$ cat config.mk
export PLATFORM = sky130hd
export DESIGN_NAME = gain_applier
export DESIGN_NICKNAME = d
export VERILOG_FILES = /design/src/rtl/gain_applier.sv
export SDC_FILE = /design/constraint.sdc
export NUM_CORES = 1
export LEC_CHECK = 0
export CAP_MARGIN = 10
export CORE_MARGIN = 2
export CORE_UTILIZATION = 39
export DETAILED_ROUTE_END_ITERATION = 7
export SLEW_MARGIN = 20
export SYNTH_ARGS = -nofsm -noshare
export SYNTH_HDL_FRONTEND = slang
export SYNTH_SLANG_ARGS = --single-unit
export TNS_END_PERCENT = 20
$ cat constraint.sdc
create_clock -name i_clock -period 5.05 [get_ports i_clock]
set_clock_uncertainty 0.2 [all_clocks]
set_input_delay 0.7575 -clock i_clock [delete_from_list [all_inputs] [get_ports i_clock]]
set_output_delay 0.7575 -clock i_clock [all_outputs]
set_load 0.01 [all_outputs]
$ cat src/rtl/gain_applier.sv
// gain_applier: scales unsigned amplitude samples by an unsigned Q(QUOTIENT).(FRACTIONAL)
// gain with a serial shift-add multiplier. Results are truncated and saturated.
// Samples move through valid/ready handshakes, one sample in flight at a time.
module gain_applier #(
    parameter int AMPLITUDE_DATA_SIZE = 16,
    parameter int QUOTIENT_SIZE       = 8,
    parameter int FRACTIONAL_SIZE     = 8
) (
    input  logic                           i_clock,
    input  logic                           i_reset_n,
    input  logic [QUOTIENT_SIZE-1:0]       i_quotient,
    input  logic [FRACTIONAL_SIZE-1:0]     i_fractional,
    input  logic                           i_gain_valid,
    input  logic [AMPLITUDE_DATA_SIZE-1:0] i_sample,
    input  logic                           i_sample_valid,
    output logic                           o_sample_ready,
    output logic [AMPLITUDE_DATA_SIZE-1:0] o_sample,
    output logic                           o_sample_valid,
    input  logic                           i_sample_ready,
    output logic                           o_saturated
);

    localparam int GAIN_W = QUOTIENT_SIZE + FRACTIONAL_SIZE;
    localparam int ACC_W  = AMPLITUDE_DATA_SIZE + GAIN_W;
    localparam int CNT_W  = (GAIN_W > 1) ? $clog2(GAIN_W) : 1;
    localparam logic [GAIN_W-1:0] GAIN_UNITY = {{(GAIN_W-1){1'b0}}, 1'b1} << FRACTIONAL_SIZE;
    localparam logic [CNT_W-1:0]  CNT_LAST   = CNT_W'(GAIN_W - 1);

    typedef enum logic [1:0] {
        IDLE = 2'd0,
        MUL  = 2'd1,
        DONE = 2'd2
    } state_t;

    state_t                         r_state;
    logic [GAIN_W-1:0]              r_gain;
    logic [GAIN_W-1:0]              r_gain_snap;
    logic [AMPLITUDE_DATA_SIZE-1:0] r_samp_snap;
    logic [ACC_W-1:0]               r_acc;
    logic [CNT_W-1:0]               r_cnt;
    logic [AMPLITUDE_DATA_SIZE-1:0] r_out;
    logic                           r_sat;
    logic                           r_ready;
    logic                           r_valid;

    logic [ACC_W-1:0]               w_addend;
    logic [ACC_W-1:0]               w_acc_next;
    logic [ACC_W-1:0]               w_prod;
    logic                           w_ovf;
    logic                           w_last;

    // Gain holding register; any load is accepted regardless of FSM state.
    always_ff @(posedge i_clock or negedge i_reset_n) begin
        if (!i_reset_n)
            r_gain <= GAIN_UNITY;
        else if (i_gain_valid)
            r_gain <= {i_quotient, i_fractional};
    end

    // One partial product per cycle plus the truncate/saturate view of the final sum.
    always_comb begin
        w_addend   = '0;
        if (r_gain_snap[r_cnt])
            w_addend = ACC_W'(r_samp_snap) << r_cnt;
        w_acc_next = r_acc + w_addend;
        w_prod     = w_acc_next >> FRACTIONAL_SIZE;
        w_ovf      = |w_prod[ACC_W-1:AMPLITUDE_DATA_SIZE];
        w_last     = (r_cnt == CNT_LAST);
    end

    // Control FSM with registered handshake outputs and result register.
    always_ff @(posedge i_clock or negedge i_reset_n) begin
        if (!i_reset_n) begin
            r_state     <= IDLE;
            r_gain_snap <= '0;
            r_samp_snap <= '0;
            r_acc       <= '0;
            r_cnt       <= '0;
            r_out       <= '0;
            r_sat       <= 1'b0;
            r_ready     <= 1'b1;
            r_valid     <= 1'b0;
        end else begin
            case (r_state)
                IDLE: begin
                    if (i_sample_valid) begin
                        // Snapshot uses the pre-edge gain, so a same-edge load lands next sample.
                        r_samp_snap <= i_sample;
                        r_gain_snap <= r_gain;
                        r_acc       <= '0;
                        r_cnt       <= '0;
                        r_ready     <= 1'b0;
                        r_state     <= MUL;
                    end
                end
                MUL: begin
                    r_acc <= w_acc_next;
                    r_cnt <= r_cnt + 1'b1;
                    if (w_last) begin
                        r_out   <= w_ovf ? '1 : w_prod[AMPLITUDE_DATA_SIZE-1:0];
                        r_sat   <= w_ovf;
                        r_valid <= 1'b1;
                        r_state <= DONE;
                    end
                end
                DONE: begin
                    if (i_sample_ready) begin
                        r_valid <= 1'b0;
                        r_ready <= 1'b1;
                        r_state <= IDLE;
                    end
                end
                default: begin
                    r_valid <= 1'b0;
                    r_ready <= 1'b1;
                    r_state <= IDLE;
                end
            endcase
        end
    end

    assign o_sample_ready = r_ready;
    assign o_sample_valid = r_valid;
    assign o_sample       = r_out;
    assign o_saturated    = r_sat;

endmodule
* After elaboration in Yosys (flattened, before gate mapping)
Index checks and enable logic that the tools add are counted.
** Word-level totals
- Input port bits :: 37
- Register bits :: 105
** Cells by class
- Bitwise gates (word level) :: 2
- Reduce and logical (&&, ||, !) cells :: 9
- Muxes and demuxes :: 18
- Eq/ne operators :: 6
- Shifts and indexed selects :: 1
- $lt $le $gt $ge :: 1
- $add $sub $neg :: 2
** Operator list (number)
- $mux W32 :: 2
- $pmux W32 S2 :: 1
- $add A32 B32 Y32 :: 1
- $shl A16 B4 Y32 :: 1
- $mux W16 :: 1
- $reduce_and A3 Y1 :: 3
- $pmux W4 S2 :: 1
- $reduce_or A8 Y1 :: 1
- $mux W2 :: 3
- $ne A2 B2 Y1 const B :: 3
- $pmux W1 S3 :: 2
- $pmux W2 S3 :: 1
- $reduce_and A2 Y1 :: 3
- $lt A4 B5 Y1 const B :: 1
- $mux W1 :: 5
- $add A4 B1 Y4 const B :: 1
- $bmux W1 S4 :: 1
- $eq A4 B4 Y1 const B :: 1
- $mux W4 :: 1
- $eq A2 B1 Y1 const B :: 1
- $eq A2 B2 Y1 const B :: 1
- $logic_not A2 Y1 :: 1
- $not A1 Y1 :: 2
- $reduce_bool A2 Y1 :: 1

* Longest topological paths before layout
- Depth in word-level cells :: 6
- Depth in mapped cells :: 21
- Mapped depth without buffers :: 17

* Worst setup path after synthesis
No wires, ideal clock.
- Path type :: register -> register
- From :: register r_cnt[0]
- To :: register r_out[10], in the netlist o_sample[10]
- Period minus slack after synthesis :: 4705 ps
- Setup time :: 133 ps
- Stages on the path, launching flop included :: 18
- Path slack :: 345 ps
- Data arrival time :: 4372 ps
- Cells stage by stage :: dfrtp_1 -> mux4_2 -> o21ai_0 -> o21bai_1 -> and2_1 -> clkbuf_1 -> clkbuf_1 -> a211oi_1 -> ha_1 -> and4_4 -> nor4b_4 -> o2111ai_1 -> nand2_1 -> or4_1 -> a222oi_1 -> o2111a_2 -> and2_4 -> a31oi_1
** Between the ends
- Longest elaborated chain between the ends :: 6
** Ends and longest elaborated chain
- start, declared :: line 40 : logic [CNT_W-1:0] r_cnt;
- start signal, assigned :: line 98 : r_cnt <= r_cnt + 1'b1;
- $bmux W1 S4 :: line 63 : if (r_gain_snap[r_cnt])
- $mux W1 (implied by the code) :: line 63
- $mux W32 :: line 63
- $add A32 B32 Y32 :: line 65 : w_acc_next = r_acc + w_addend;
- $reduce_or A8 Y1 :: line 67 : w_ovf = |w_prod[ACC_W-1:AMPLITUDE_DATA_SIZE];
- $mux W16 :: line 100 : r_out <= w_ovf ? '1 : w_prod[AMPLITUDE_DATA_SIZE-1:0];
- end signal, assigned :: line 100
- end, declared :: line 41 : logic [AMPLITUDE_DATA_SIZE-1:0] r_out;
Parallel ways exist; a longest one is shown, timed or not. The select of a mux whose other input is x is not followed.
A chain may end at the register's enable or synchronous reset.

* Final worst setup path
- From :: register r_cnt[0]
- To :: register r_out[14], in the netlist o_sample[14]
The elaborated chain is that of the path after synthesis.

==> results.sh <==
export IMPL_status="completed"
export IMPL_fin_nets=913
export IMPL_reg2reg_setup_slack_ns=0.30
export IMPL_netlist_area_leader_share_pct=37.9
export IMPL_grt_start_max_net_pins=66
export IMPL_drive_gt1_share_pct=11.2
export IMPL_cts_root_buf="clkbuf_16"
export IMPL_grt_pass1_vias=5638
export IMPL_grt_overflow=0
export IMPL_synth_edf_count=0
export IMPL_dieWidth_um=136
export IMPL_dieArea_um2=18500
export IMPL_synth_area_top_cells="dfrtp_1 38%, nand2_1 8.4%, ha_1 5.9%, o21ai_0 4.6%, nor2_1 4.3%"
export IMPL_hold_end="r_gain_snap[15]$_DFFE_PN0P_"
export IMPL_dp_hpwl_um=12800
export IMPL_ys_ff_latch=105
export IMPL_syn_nets=868
export IMPL_total_power_mw=5.73
export IMPL_cp_max_fo=13
export IMPL_dpl_instance_area_um2=7600
export IMPL_path_class="reg2reg"
export IMPL_min_path_type="reg2reg"
export IMPL_rr_worst_depth=18
export IMPL_drc=0
export IMPL_r2r_start="r_cnt[0]$_DFFE_PN0P_"
export IMPL_crit_path_end_kind="flop"
export IMPL_drtIter0Drc=279
export IMPL_path_clk_slew_ns=0.08
export IMPL_finalCoreUtilization_pct=46.2
export IMPL_drt_total_wl_um=17100
export IMPL_post_place_ws_ns=0.244
export IMPL_required_ns=5.08
export IMPL_synthFlopType="dfrtp_1"
export IMPL_yosysSeqAreaShare_pct=38.7
export IMPL_async_flop_share_pct=100
export IMPL_cp_arrival_ns=4.78
export IMPL_max_freq_ghz=0.210
export IMPL_min_from="r_gain[15]$_DFFE_PN0P_"
export IMPL_diodes=0
export IMPL_period_needed_ns=4.75
export IMPL_hold_depth=2
export IMPL_rows=48
export IMPL_drv_cap=0
export IMPL_path_cells="buf_4 > mux4_2 > nand2_1 > nand2_1 > nand2_1 > and2_2 > a211oi_1 > ha_1 > buf_4 > nand4_1 > nor4b_4 > o2111ai_1 > nand2_1 > or4_1 > a222oi_1 > o2111a_2 > buf_4 > a31oi_1"
export IMPL_fp_coreArea_um2=17200
export IMPL_cts_max_level=3
export IMPL_crit_buf_inv=3
export IMPL_worst_setup_path_start_kind="flop"
export IMPL_max_slew_margin_pct=35.0
export IMPL_areaGrowthSynthToFinish_pct=16.8
export IMPL_netlist_area_um2=6790
export IMPL_synth_distinct_cells=60
export IMPL_io_pins=56
export IMPL_grt_pass1_wl_um=29000
export IMPL_vias=5821
export IMPL_rr_endpoint="o_sample[14]$_DFFE_PN0P_"
export IMPL_ys_warn_count=0
export IMPL_cellPowerDensity_nw_per_um2=722
export IMPL_drv_slew=0
export IMPL_rsz0062_at_grt="no"
export IMPL_first_pass_iters=5
export IMPL_worst_slew_pin_transition_ns=0.972
export IMPL_cts_sinks=105
export IMPL_io_buffers=55
export IMPL_cts_hold_buffers=0
export IMPL_wl_per_cell_um=15.9
export IMPL_cts_tree="yes"
export IMPL_initial_core_util_pct=39.5
export IMPL_synth_area_per_cell_um2=8.51
export IMPL_die_h_um=136
export IMPL_worst_slack_ns=0.296
export IMPL_antenna_found_initial=0
export IMPL_grtUsageTotal_pct=19.9
export IMPL_via_per_inst=5.42
export IMPL_syn_inst=798
export IMPL_gp_congestion=0.911
export IMPL_crit_family="simple AND/OR/NAND/NOR gates"
export IMPL_clk_latency_ns=0.37
export IMPL_drtAntennaViolNets=0
export IMPL_p_leak_nw=3.44
export IMPL_stdcell_area_um2=7930
export IMPL_critical_path_most_common_cell="nand2_1"
export IMPL_critPathSlowestCell="or4_1"
export IMPL_numCtsBuffers=9
export IMPL_ctsLongestPathBuffers=2
export IMPL_finalSetupViolations=0
export IMPL_synth_top_area_cell="dfrtp_1"
export IMPL_min_period_over_period_pct=94.1
export IMPL_hold_violations=0
export IMPL_tns_ns=0
export IMPL_ir_drop_v=0.000273
export IMPL_cpPeakStageDelay_ns=0.56
state kept, by name, indices dropped and copies added, names as in the netlist:
register / count
r_acc: 32
o_sample: 16
r_gain: 16
r_gain_snap: 16
r_samp_snap: 16
r_cnt: 4
r_state: 2
o_sample_ready: 1
o_sample_valid: 1
o_saturated: 1
kinds of logic after synthesis:
family	after synthesis	synth area share, %
multiplexers	42	7.55
XOR/XNOR	25	3.50
flip-flops	105	38.7
adder cells (fa/ha/maj)	33	6.19
buffers and inverters	58	4.07
AND/OR/NAND/NOR	340	22.6
AO/OA/AOI/OAI	195	17.4
cell usage after synthesis, types with 3 or more instances:
cell and count:
nor2b_1 7, xnor2_1 14, and2_1 12, o211ai_1 7, a21o_1 5, nand2b_1 5, clkbuf_1 34, nand2_1 152
xor2_1 10, buf_2 5, ha_1 32, mux4_2 5, o21ai_0 63, nand3_1 47, mux2i_1 13, nor3b_1 3
a21oi_2 3, a31oi_1 22, a211oi_1 15, buf_6 6, nor3_1 8, dfrtp_1 103, mux2_2 24, and3_1 4
o21ai_1 3, o31ai_1 5, inv_1 10, nor2_1 78, o21bai_1 4, nand4_1 10, a21oi_1 52
power breakdown:
| part | total [mW] | internal (mW) | switching, mW | leakage [nW] |
|---|---|---|---|---|
| combinational | 3.53 | 1.44 | 2.09 | 2.02 |
| sequential | 1.47 | 1.21 | 0.257 | 1.27 |
| clock | 0.734 | 0.359 | 0.376 | 0.152 |
| total | 5.73 | 3.01 | 2.72 | 3.44 |
timing repair:
action                                  4_1_cts  5_1_grt
setup buffers                                 0        1
endpoints found under the setup margin        0       17
gates resized for setup                       0        6
stage by stage:
stage                     std cells  hold WS, ns
final                          1073        0.271
after global routing           1073        0.306
after CTS                      1072        0.275
after detailed placement       1056        0.254
after global placement         1056        0.248
after floorplan                 798        0.235
cell type report:
| class | count | area (um2) |
|---|---|---|
| clock buffers | 9 | 225 |
| clock inverters | 7 | 91.3 |
| fillers | 1767 | 9240 |
| inverters | 10 | 41.3 |
| multi-input cells | 635 | 3900 |
| flip-flops and latches | 105 | 2630 |
| well taps | 225 | 282 |
| repair buffers | 82 | 763 |
how the worst max path moves through the flow:
stage,start,endpoint,depth (start not counted)
4_1_cts,r_cnt[1]$_DFFE_PN0P_,o_sample[2]$_DFFE_PN0P_,15
5_1_grt,r_cnt[0]$_DFFE_PN0P_,o_sample[6]$_DFFE_PN0P_,18
2_1_floorplan,r_cnt[0]$_DFFE_PN0P_,o_sample[10]$_DFFE_PN0P_,17
6_report,r_cnt[0]$_DFFE_PN0P_,o_sample[14]$_DFFE_PN0P_,18
3_3_place_gp,r_cnt[1]$_DFFE_PN0P_,o_sample[14]$_DFFE_PN0P_,15
3_5_place_dp,r_cnt[0]$_DFFE_PN0P_,o_sample[15]$_DFFE_PN0P_,16
layer usage:
metal,global-route usage [%],share of wire [%],up-vias
met1,28.6,51,2748
met5,0,0,-
met2,31.0,44,126
met3,2.72,3.4,17
li1,-,-,2930
met4,5.90,1.8,0
cells in the final DEF, fill, tap and decap left out, types with 6 or more instances in the layout:
cell,instances
a21oi_1,52
clkdlybuf4s50_1,54
a211oi_1,14
a31oi_1,22
o211ai_1,7
ha_1,32
nor3_1,8
nor2_1,78
inv_1,9
xor2_1,10
mux2_2,24
mux2i_1,13
nand4_1,10
nor2b_1,6
nand3_1,47
nand2_1,152
dfrtp_1,102
buf_4,27
o21ai_0,62
clkbuf_16,9
and2_1,11
xnor2_1,14
worst min-delay path: cells and delay by family, from the launching register on:
kind / cells / cell delay [ns]
DFF: 1 / 0.35
and+or+nand+nor: 2 / 0.10
(Power assumes the default switching activity.)
